**config.mk**
```make
export PLATFORM = sky130hd
export DESIGN_NAME = seq_div_su8_flat
export DESIGN_NICKNAME = d
export VERILOG_FILES = /design/src/rtl/seq_div_pkg.sv /design/src/rtl/seq_div_su8_if.sv /design/src/rtl/div_step.sv /design/src/rtl/seq_div_su8.sv /design/src/flat_wrapper.sv
export SDC_FILE = /design/constraint.sdc
export NUM_CORES = 1
export LEC_CHECK = 0
export BUFFER_PORTS_ARGS = -buffer_cell sky130_fd_sc_hd__buf_2
export CORE_MARGIN = 8
export CORE_UTILIZATION = 56
export CTS_BUF_LIST = sky130_fd_sc_hd__clkbuf_8
export DETAILED_ROUTE_END_ITERATION = 12
export GPL_TIMING_DRIVEN = 0
export PLACE_DENSITY_LB_ADDON = 0.05
export SYNTH_ARGS = -nofsm -noshare
export SYNTH_HDL_FRONTEND = slang
export SYNTH_HIERARCHICAL = 1
export SYNTH_SLANG_ARGS = --single-unit
```
**constraint.sdc**
```tcl
create_clock -name clk -period 4.5 [get_ports clk]
set_input_delay 0.675 -clock clk [delete_from_list [all_inputs] [get_ports clk]]
set_output_delay 0.675 -clock clk [all_outputs]
set_load 0.005 [all_outputs]
```
**src/rtl/seq_div_pkg.sv**
```systemverilog
// Shared types and default widths for the signed-by-unsigned sequential divider.
package seq_div_pkg;

  localparam int unsigned WD_DEF = 8;
  localparam int unsigned WS_DEF = 4;
  localparam int unsigned CW_DEF = $clog2(WD_DEF);

  typedef enum logic [1:0] {
    IDLE = 2'd0,
    CALC = 2'd1,
    DONE = 2'd2
  } state_t;

endpackage

```
**src/rtl/seq_div_su8_if.sv**
```systemverilog
// Operand/result valid-ready bus of the signed-by-unsigned divider.
interface seq_div_su8_if #(
  parameter int unsigned WD = 8,
  parameter int unsigned WS = 4
);

  logic          in_valid;
  logic          in_ready;
  logic [WD-1:0] s;
  logic [WS-1:0] u;
  logic          out_valid;
  logic          out_ready;
  logic [WD-1:0] q;
  logic [WS:0]   r;
  logic          dz;

  modport master (
    output in_valid, s, u, out_ready,
    input  in_ready, out_valid, q, r, dz
  );

  modport slave (
    input  in_valid, s, u, out_ready,
    output in_ready, out_valid, q, r, dz
  );

endinterface

```
**src/rtl/div_step.sv**
```systemverilog
// One combinational restoring-division step: shift in a dividend bit, trial-subtract the divisor.
module div_step #(
  parameter int unsigned WS = 4
) (
  input  logic [WS:0]   pr,
  input  logic          bit_in,
  input  logic [WS-1:0] u,
  output logic [WS:0]   pr_next,
  output logic          q_bit
);

  localparam int unsigned TW = WS + 2;
  localparam int unsigned PW = WS + 1;

  logic [TW-1:0] t;
  logic [TW-1:0] ue;

  // Partial remainder stays below the divisor, so the top bit of t is always zero in use.
  always_comb begin
    t       = {pr, bit_in};
    ue      = TW'(u);
    q_bit   = (t >= ue);
    pr_next = q_bit ? PW'(t - ue) : PW'(t);
  end

endmodule

```
**src/rtl/seq_div_su8.sv**
```systemverilog
// Iterative signed-dividend / unsigned-divisor divider, one quotient bit per cycle.
module seq_div_su8
  import seq_div_pkg::*;
#(
  parameter int unsigned WD = WD_DEF,
  parameter int unsigned WS = WS_DEF
) (
  input logic           clk,
  input logic           rst,
  seq_div_su8_if.slave  bus
);

  localparam int unsigned CW = (WD > 1) ? $clog2(WD) : 1;

  state_t        state;
  state_t        state_next;
  logic          accept;
  logic          last_step;
  logic [CW-1:0] count;
  logic [WD-1:0] mag;
  logic          neg;
  logic [WS-1:0] dvs;
  logic [WS:0]   pr;
  logic [WS:0]   pr_next;
  logic          q_bit;
  logic [WD-1:0] qmag;

  div_step #(.WS(WS)) u_step (
    .pr      (pr),
    .bit_in  (mag[WD-1]),
    .u       (dvs),
    .pr_next (pr_next),
    .q_bit   (q_bit)
  );

  assign qmag         = {mag[WD-2:0], q_bit};
  assign bus.in_ready = (state == IDLE);

  // State register.
  always_ff @(posedge clk or posedge rst) begin
    if (rst) state <= IDLE;
    else     state <= state_next;
  end

  // Next-state and control strobes.
  always_comb begin
    state_next = state;
    accept     = 1'b0;
    last_step  = 1'b0;
    case (state)
      IDLE: begin
        if (bus.in_valid) begin
          accept     = 1'b1;
          state_next = (bus.u == '0) ? DONE : CALC;
        end
      end
      CALC: begin
        if (count == CW'(WD - 1)) begin
          last_step  = 1'b1;
          state_next = DONE;
        end
      end
      DONE: begin
        if (bus.out_ready) state_next = IDLE;
      end
      default: state_next = IDLE;
    endcase
  end

  // Operand capture, iteration datapath and result registers.
  always_ff @(posedge clk or posedge rst) begin
    if (rst) begin
      count         <= '0;
      mag           <= '0;
      neg           <= 1'b0;
      dvs           <= '0;
      pr            <= '0;
      bus.q         <= '0;
      bus.r         <= '0;
      bus.dz        <= 1'b0;
      bus.out_valid <= 1'b0;
    end else if (accept) begin
      // |s| fits WD unsigned bits, including the most negative dividend.
      mag   <= bus.s[WD-1] ? WD'(-bus.s) : bus.s;
      neg   <= bus.s[WD-1];
      dvs   <= bus.u;
      pr    <= '0;
      count <= '0;
      if (bus.u == '0) begin
        bus.q         <= bus.s[WD-1] ? {1'b1, {(WD-1){1'b0}}} : {1'b0, {(WD-1){1'b1}}};
        bus.r         <= '0;
        bus.dz        <= 1'b1;
        bus.out_valid <= 1'b1;
      end
    end else if (state == CALC) begin
      pr    <= pr_next;
      mag   <= qmag;
      count <= count + CW'(1);
      if (last_step) begin
        bus.q         <= neg ? WD'(-qmag) : qmag;
        bus.r         <= neg ? (WS+1)'(-pr_next) : pr_next;
        bus.dz        <= 1'b0;
        bus.out_valid <= 1'b1;
      end
    end else if (state == DONE && bus.out_ready) begin
      bus.out_valid <= 1'b0;
    end
  end

endmodule

```
**src/flat_wrapper.sv**
```systemverilog
// flat-port wrapper written by rule: the top's interface ports become plain ports
module seq_div_su8_flat import seq_div_pkg::*;
#(
  parameter int unsigned WD = WD_DEF,
  parameter int unsigned WS = WS_DEF
)
  (clk, rst, bus_in_valid, bus_s, bus_u, bus_out_ready, bus_in_ready, bus_out_valid, bus_q, bus_r, bus_dz);
  seq_div_su8_if #(.WD(WD), .WS(WS)) bus_i ();
  input logic clk;
  input logic rst;
  input wire logic [$bits(bus_i.in_valid)-1:0] bus_in_valid;
  input wire logic [$bits(bus_i.s)-1:0] bus_s;
  input wire logic [$bits(bus_i.u)-1:0] bus_u;
  input wire logic [$bits(bus_i.out_ready)-1:0] bus_out_ready;
  output wire logic [$bits(bus_i.in_ready)-1:0] bus_in_ready;
  output wire logic [$bits(bus_i.out_valid)-1:0] bus_out_valid;
  output wire logic [$bits(bus_i.q)-1:0] bus_q;
  output wire logic [$bits(bus_i.r)-1:0] bus_r;
  output wire logic [$bits(bus_i.dz)-1:0] bus_dz;
  assign bus_i.in_valid = bus_in_valid;
  assign bus_i.s = bus_s;
  assign bus_i.u = bus_u;
  assign bus_i.out_ready = bus_out_ready;
  assign bus_in_ready = bus_i.in_ready;
  assign bus_out_valid = bus_i.out_valid;
  assign bus_q = bus_i.q;
  assign bus_r = bus_i.r;
  assign bus_dz = bus_i.dz;
  seq_div_su8 #(.WD(WD), .WS(WS)) u_core (.clk(clk), .rst(rst), .bus(bus_i));
endmodule
```
# Yosys cells after proc, flatten, opt, wreduce, memory -nomap -nowiden
# Cells that the tools add are included.
[classes]
add_sub_neg = 5
mul = 0
div_mod_pow = 0
magnitude_cmp = 1
eq_ne = 8
shift = 0
n_mux = 36
bitwise = 0
n_reduce_logical = 9
[op_table]
columns = ["cell", "n"]
rows = [
  ["8-bit 2-to-1 mux", 9],
  ["5-bit 2-to-1 mux", 8],
  ["8-bit negator", 2],
  ["1-bit 2-to-1 mux", 12],
  ["3-bit AND reduction", 3],
  ["2-bit 2-to-1 mux", 4],
  ["6-bit by 4-bit greater-or-equal comparator with 1-bit output", 1],
  ["3-bit 2-to-1 mux", 2],
  ["2-bit != test (second input constant)", 3],
  ["2-bit one-hot mux with 3 select lines", 1],
  ["5-bit negator", 1],
  ["5-bit by 4-bit subtractor with 5-bit output", 1],
  ["4-bit logical NOT", 1],
  ["2-bit nonzero test", 2],
  ["3-bit by 1-bit adder with 3-bit output (second input constant)", 1],
  ["3-bit == test (second input constant)", 1],
  ["3-bit by 1-bit != test with 1-bit output (second input constant)", 1],
  ["3-bit nonzero test", 1],
  ["2-bit by 1-bit == test with 1-bit output (second input constant)", 1],
  ["2-bit == test (second input constant)", 1],
  ["2-bit logical NOT", 1],
  ["2-bit by 1-bit != test with 1-bit output (second input constant)", 1],
  ["1-bit logical AND", 1],
]
[totals]
register_bits = 38
latch_bits = 0
mem_bits_rw = 0
mem_bits_ro = 0
out_inout_bits = 16
word_cells = 69
mem_count = 0

# Depth between registers and ports, before layout
# Gate-level depths: netlist of the first run.
[depth]
ltp_word = 7
ltp_mapped = 13
ltp_nobuf = 13

# By module
# The synthesis of the first run kept the hierarchy.
[modules_own_cells]
columns = ["mod", "instances", "cells_each", "area_per_inst_um2"]
rows = [
  ["seq_div_su8", 1, 213, 1973.1],
  ["div_step", 1, 29, 234.0],
]

# Worst setup path before layout of the first run
# No wires, ideal clock.
[synth_path]
kind = "register -> register"
from = "register u_core.mag[7]"
to = "register u_core.bus.q[4]"
setup_time_ns = 0.121
arrival_ns = 2.886
setup_slack_ns = 1.493
stages_incl_launch_ff = 14
synth_period_minus_slack_ns = 3.007
cell_sequence = "dfrtp_1 inv_1 ha_1 inv_1 fa_1 a21o_2 a2111oi_4 inv_1 inv_1 ha_1 nor3b_2 nor3_1 or3b_1 a22o_1"
[synth_via]
elab_chain_cells = 6
[synth_lines]
columns = ["element", "line", "rtl"]
rows = [
  ["start: declaration", "seq_div_su8.sv:20", "logic [WD-1:0] mag;"],
  ["start signal: assignment", "seq_div_su8.sv:84", "mag <= bus.s[WD-1] ? WD'(-bus.s) : bus.s;"],
  ["start signal: assignment", "seq_div_su8.sv:97", "mag <= qmag;"],
  ["6-bit by 4-bit greater-or-equal comparator with 1-bit output", "div_step.sv:22", "q_bit = (t >= ue);"],
  ["via u_core.q_bit", "seq_div_su8.sv:25", "logic q_bit;"],
  ["8-bit negator", "seq_div_su8.sv:100", "bus.q <= neg ? WD'(-qmag) : qmag;"],
  ["8-bit 2-to-1 mux", "seq_div_su8.sv:100", ""],
  ["8-bit 2-to-1 mux", "seq_div_su8.sv:99", "if (last_step) begin"],
  ["8-bit 2-to-1 mux", "seq_div_su8.sv:95", "end else if (state == CALC) begin"],
  ["8-bit 2-to-1 mux", "seq_div_su8.sv:82", "end else if (accept) begin"],
  ["end signal: assignment", "seq_div_su8.sv:90", "bus.q <= bus.s[WD-1] ? {1'b1, {(WD-1){1'b0}}} : {1'b0, {(WD-1){1'b1}}};"],
  ["end signal: assignment", "seq_div_su8.sv:100", ""],
  ["end: declaration", "seq_div_su8_if.sv:24", "output in_ready, out_valid, q, r, dz"],
]
# The timed path passes the listed nets, and every way through them passes these cells. The select of a mux whose other input is x is not followed.
# A chain may end at the register's enable or synchronous reset.

# Worst setup path after layout of the first run
# Ends and elaborated chain as after synthesis.

==> impl_metrics.toml, run 1 <==
[status]
status = "finished, final reports clean"

[finish]
multi_input_area_sq_mm = 0.00114
layout-area-overhead-vs-synth_pct = 14.8
finalNetCount = 306
stdcell_count = 331
diodes = 0
nFillCells = 359
drive_above_1_share_pct = 21.0
seq_area_sq_um = 951

[yosys]
yosysTopAreaCell = "dfrtp_1"
syn_area_sq_mm = 0.00221
yosys_warnings = 6
synth_edf_count = 0
yosysMostFrequentCell = "nand2_1"
ys_top_cells_by_area = "dfrtp_1 (43%), nand2_1 (8.7%), ha_1 (5.1%)"
synth_flop_cell = "dfrtp_1"
yosysTopAreaCellShare_pct = 43.1
synth-seq-area-share_pct = 43.1
netlist_instances = 242
synthTopCellsByCount = "nand2_1 (51), dfrtp_1 (38), o21ai_0 (17), inv_1 (15)"
synth_seq_cells = 38
ys_async_sr_fraction_pct = 100
syn_area_per_cell_sq_um = 9.12
synth_nets = 268
synth_cell_type_count = 49

[pwr]
peakVddDrop_mv = 0.435
power.density_mw_per_mm2 = 819
clockPowerShare_pct = 13.6
seq_power_share_pct = 31.2
p_leak_uw = 0.00126
power.share.combinational_pct = 55.2
power.switching_uw = 886
p_int_uw = 1190
sw_frac_of_total_pct = 42.7

[sta]
relSlewSlack_pct = 48.4
final_hold_viol_count = 0
setup_viol = 0
rsz0062_at_grt = "no"
min_period_over_period_pct = 74.5
finalCriticalPeriod_ns = 3.35
finClkSkew_ns = 0.00697
finalMaxSlewViolations = 0
worst_pin_slew_ns = 0.773
final.setup.tns_ns = 0
clock.fmax_mhz = 298

[clock_tree]
hold_buffers = 0
clock-sinks = 38
worstSkewPairLatency_ns = 0.29
numCtsBuffers = 5
cts_root_buffer = "clkbuf_8"
clk_path_buf_depth = 2
htreeDepth = 2
clk_pin_slew_ns = 0.08
post_cts_buffers = 0
cts_resized = 0
cts_tree = "done"

[floorplanning]
die_area_sq_mm = 0.00621
coreArea_sq_mm = 0.00388
die_h_um = 78.8
die_x_um = 78.8
pin_count = 32
num_rows = 23
initial_core_util_pct = 56.8

[detailed_routing]
remaining_drc_errors = 0
ant_nets = 0
wl_per_cell_um = 14.1
dr.pass1.iters = 4
via_per_inst = 5.42
vias = 1794
finalWirelength_mm = 4.67
drt_iter0_markers = 113

[placed_design]
gp_congestion = 0.856
io_buffers = 31
dp.cells = 323
dp_hpwl_mm = 3.55

[worst_setup_path]
crit_family = "compound AO/OA/AOI/OAI gates"
slowest_stage = "a2111oi_4"
worstPathRequired_ns = 4.68
cp_cell_sequence = "inv_1 -> ha_1 -> inv_1 -> fa_1 -> a21o_2 -> a2111oi_4 -> inv_1 -> inv_1 -> ha_1 -> nor3b_2 -> nor3_1 -> or3b_1 -> a22o_1"
critPathKind = "flip-flop to flip-flop"
critical_path.max_stage_delay_ns = 0.56
critPathMostFrequentCell = "inv_1"
crit_path_start_kind = "flip-flop"
cp_max_fo = 8
cp_num_buf_inv = 4
cp.arrival_ns = 3.53
end_kind = "flip-flop"

[worst_hold_path]
hold_class = "flip-flop to flip-flop"

[grt]
grt_pass1_wl_mm = 7.89
grt_overflow_total = 0
antenna_found_initial = 0
grt_pass1_vias = 1722
grt_use_total_pct = 15.9
grt_max_degree = 39

[job]
cap_viol_max_count = 0
==> registers in the layout, summed over array words and instances, names as in the netlist <==
name and cells:
u_core/pr 5, u_core/bus.q 8, u_core/count 3, u_core/bus.r 5, u_core/state 2, u_core/dvs 4, u_core/neg 1, u_core/bus.dz 1
u_core/mag 8, u_core/bus.out_valid 1
==> final timing paths <==
kind	slack, ns	to	cells after the start	startpoint
max	1.15	u_core/bus.q[4]$_DFFE_PP0P_	13	u_core/mag[7]$_DFFE_PP0N_
min	0.47	u_core/bus.r[1]$_DFFE_PP0P_	2	u_core/bus.r[1]$_DFFE_PP0P_
max reg2reg	1.15	u_core/bus.q[4]$_DFFE_PP0P_	13	u_core/mag[7]$_DFFE_PP0N_
min reg2reg	0.47	u_core/bus.r[1]$_DFFE_PP0P_	2	u_core/bus.r[1]$_DFFE_PP0P_
max in group asynchronous	3.49	u_core/dvs[2]$_DFFE_PP0N_	2	rst
min in group asynchronous	0.52	u_core/bus.out_valid$_DFFE_PP0P_	2	rst
==> area by class of cell <==
type | instances | area share, %
clock buffer | 5 | 2.72
sequential | 38 | 37.5
buffer | 11 | 2.22
tap | 50 | 2.47
multi-input combinational | 177 | 45.0
timing repair buffer | 31 | 6.12
clock inverter | 3 | 1.58
inverter | 16 | 2.37
==> cell usage in the layout, fill, tap and decap left out, types with 7 or more instances in the layout <==
cell type	count
xor2_1	7
dfrtp_1	38
a21oi_1	10
nand2_1	51
o21ai_0	17
ha_1	9
nand3_1	10
nor2_1	9
inv_1	14
buf_2	39
==> stage by stage <==
stage                     total power (uW)  area [sq um]  util [%]  setup slack [ns]  hold WS, ns
after detailed placement              1800          2420      62.4              1.17        0.465
after floorplan                       1510          2210         -              1.49        0.446
after CTS                             2090          2530      65.2              1.16        0.482
after global placement                1780          2420      62.4              1.23        0.457
final                                 2070          2530      65.2              1.15        0.471
after global routing                  2270          2530      65.2             0.939        0.495
==> logic make-up (layout without fill, tap and decap cells) <==
family / after synthesis / after routing / share of synthesized area (%)
buffers and inverters: 27 / 66 / 5.27
AO/OA/AOI/OAI: 56 / 56 / 17.7
flip-flops: 38 / 38 / 43.1
multiplexers: 5 / 5 / 2.49
AND/OR/NAND/NOR: 94 / 94 / 20.7
adder cells (fa/ha/maj): 10 / 10 / 6.01
XOR/XNOR: 12 / 12 / 4.76
==> power by group through the flow <==
stage,Combinational (uW),Sequential (uW),Clock [uW]
global route,1300,669,303
CTS,1150,647,290
global placement,1130,650,0
detailed placement,1150,651,0
finish,1150,647,282
floorplan,879,629,0
==> worst reg2reg max path: stages, from the launching register on <==
cell	delay (ns)
dfrtp_1	0.43
inv_1	0.08
ha_1	0.14
inv_1	0.06
fa_1	0.40
a21o_2	0.26
a2111oi_4	0.56
inv_1	0.19
inv_1	0.14
ha_1	0.19
nor3b_2	0.19
nor3_1	0.06
or3b_1	0.34
a22o_1	0.19
==> layer usage <==
layer / GRT usage (%) / vias up / routed length [um]
li1: - / 914 / -
met1: 19.7 / 830 / 2250
met2: 25.0 / 43 / 2040
met3: 4.85 / 7 / 273
met4: 6.67 / 0 / 104
met5: 0 / - / 0
(Power assumes the default switching activity.)
==> run 2, diff against run 1 <==
--- a/config.mk
+++ b/config.mk
@@ -7,7 +7,7 @@
 export LEC_CHECK = 0
 export BUFFER_PORTS_ARGS = -buffer_cell sky130_fd_sc_hd__buf_2
 export CORE_MARGIN = 8
-export CORE_UTILIZATION = 56
+export CORE_UTILIZATION = 53
 export CTS_BUF_LIST = sky130_fd_sc_hd__clkbuf_8
 export DETAILED_ROUTE_END_ITERATION = 12
 export GPL_TIMING_DRIVEN = 0
==> constraint.sdc (replaced) <==
create_clock -name clk -period 2.69 [get_ports clk]
set_input_delay 0.4035 -clock clk [delete_from_list [all_inputs] [get_ports clk]]
set_output_delay 0.4035 -clock clk [all_outputs]
set_load 0.005 [all_outputs]
==> impl_metrics.toml, run 2 (synthesis gave the netlist of run 1 again) <==
[sta]
final_hold_viol_count = 0
finalCriticalPeriod_ns = 2.89
finClkSkew_ns = 0.00709
worst_pin_slew_ns = 0.796
setup_ws_ns = -0.195
relSlewSlack_pct = 46.9
holdWs_ns = 0.260
min_period_over_period_pct = 107
setup_viol = 7
rsz0062_at_grt = "yes"
finalMaxSlewViolations = 0
clock.fmax_mhz = 347

[detailed_routing]
ant_nets = 0
met2WireLength_mm = 2.39
top_layer_used = "met4"
vias = 1908
remaining_drc_errors = 0
met1_length_mm = 2.46
met3_wirelength_um = 277
finalWirelength_mm = 5.19
via_per_inst = 5.50
drt_iter0_markers = 123
dr.pass1.iters = 4
wl_per_cell_um = 14.9

[worst_setup_path]
r2r_cells = 14
cp.arrival_ns = 3.06
r2r_start = "u_core/mag[7]$_DFFE_PP0N_"
critPathKind = "flip-flop to flip-flop"
end_kind = "flip-flop"
cp_max_fo = 4
r2r_slack_ns = -0.20
worstPathRequired_ns = 2.87
timing.rr.end = "u_core/bus.q[4]$_DFFE_PP0P_"
crit_path_start_kind = "flip-flop"

[clock_tree]
clk_path_buf_depth = 2
htreeDepth = 2
numCtsBuffers = 5
clk_pin_slew_ns = 0.07
cts_tree = "done"
cts_root_buffer = "clkbuf_8"
worstSkewPairLatency_ns = 0.29
clock-sinks = 38

[finish]
layout_common_cells = "nand2_1 (51), buf_2 (39), dfrtp_1 (38)"
fin_area_sq_mm = 0.00274
diodes = 0
stdcell_count = 347
finalNetCount = 322
layout-area-overhead-vs-synth_pct = 24.0
drive_above_1_share_pct = 30.0
reg_top3 = "u_core/bus.q: 8 flops, u_core/mag: 8 flops"
layout_commonest_cell = "nand2_1"

[pwr]
peakVddDrop_mv = 0.668
power.density_mw_per_mm2 = 1540
p_leak_uw = 0.00135

[floorplanning]
die_h_um = 80.5
coreArea_sq_mm = 0.00400
num_rows = 23
die_area_sq_mm = 0.00649
initial_core_util_pct = 55.2
die_x_um = 80.5
pin_count = 32

[grt]
grt_max_degree = 39
antenna_found_initial = 0
grt_use_total_pct = 17.0
grt_pass1_wl_mm = 8.91
grt_overflow_total = 0
grt_pass1_vias = 1873

[placed_design]
place_area_sq_mm = 0.00245
dp.cells = 323
io_buffers = 31
dp_hpwl_mm = 3.69
place_ws_ns = -0.454
gp_congestion = 0.833

[status]
status = "complete, but fails checks"
failed_checks = "negative setup slack"

[job]
cap_viol_max_count = 0

[worst_hold_path]
hold_class = "primary input to async pin"
run 2: cell count changes in the layout (fill, tap and decap cells not counted), sizes merged:
| cell | delta |
|---|---|
| buf | +16 |
run 2: cell type report:
| type | count | area (sq um) |
|---|---|---|
| Tap cell | 50 | 62.6 |
| Clock inverter | 3 | 40.0 |
| Sequential cell | 38 | 951 |
| Buffer | 11 | 56.3 |
| Multi-Input combinational cell | 177 | 1210 |
| Clock buffer | 5 | 68.8 |
| Timing Repair Buffer | 47 | 279 |
| Inverter | 16 | 67.6 |
| Fill cell | 332 | 1260 |
run 2: timing repair:
item,in CTS,in global routing
hold endpoints to repair,0,0
pin swaps,2,7
hold buffers,0,0
endpoints found under the setup margin,11,10
setup buffers,8,8
gates resized for setup,6,18
run 2: where the power goes:
part	total, uW	internal, uW	switching (uW)
Clock	475	273	202
Sequential	1110	855	251
Combinational	2630	1310	1320
Total	4210	2440	1780
run 2: worst max-delay path by stage:
stage	startpoint	to
after floorplan	u_core/mag[7]$_DFFE_PP0N_	u_core/bus.q[4]$_DFFE_PP0P_
after global placement	u_core/mag[7]$_DFFE_PP0N_	u_core/bus.q[4]$_DFFE_PP0P_
after detailed placement	u_core/mag[7]$_DFFE_PP0N_	u_core/bus.q[4]$_DFFE_PP0P_
after CTS	u_core/mag[7]$_DFFE_PP0N_	u_core/bus.r[3]$_DFFE_PP0P_
after global routing	u_core/mag[7]$_DFFE_PP0N_	u_core/bus.q[4]$_DFFE_PP0P_
final	u_core/mag[7]$_DFFE_PP0N_	u_core/bus.q[4]$_DFFE_PP0P_
run 2: through the flow:
stage / total power, uW / utilization [%] / TNS (ns)
2_1_floorplan: 2570 / - / -0.177
3_3_place_gp: 3030 / 61.2 / -1.52
3_5_place_dp: 3080 / 61.2 / -1.62
4_1_cts: 3780 / 65.5 / -0.805
5_1_grt: 4620 / 68.4 / -1.69
6_report: 4210 / 68.4 / -0.513
run 2: critical path, stage by stage (launching register included):
cell       delay, ns
dfrtp_1         0.41
inv_1           0.08
ha_2            0.17
inv_2           0.04
fa_2            0.34
a21o_4          0.22
a2111oi_4       0.32
buf_4           0.19
inv_4           0.04
inv_4           0.05
ha_4            0.13
nor3b_4         0.19
nor3_1          0.06
or3b_1          0.34
a22o_1          0.20
run 2: layer usage:
layer  GRT usage [%]  up-vias
met3            2.46        7
met5               0        -
met1            24.4      896
met4            4.91        0
met2            25.6       57
li1                -      948
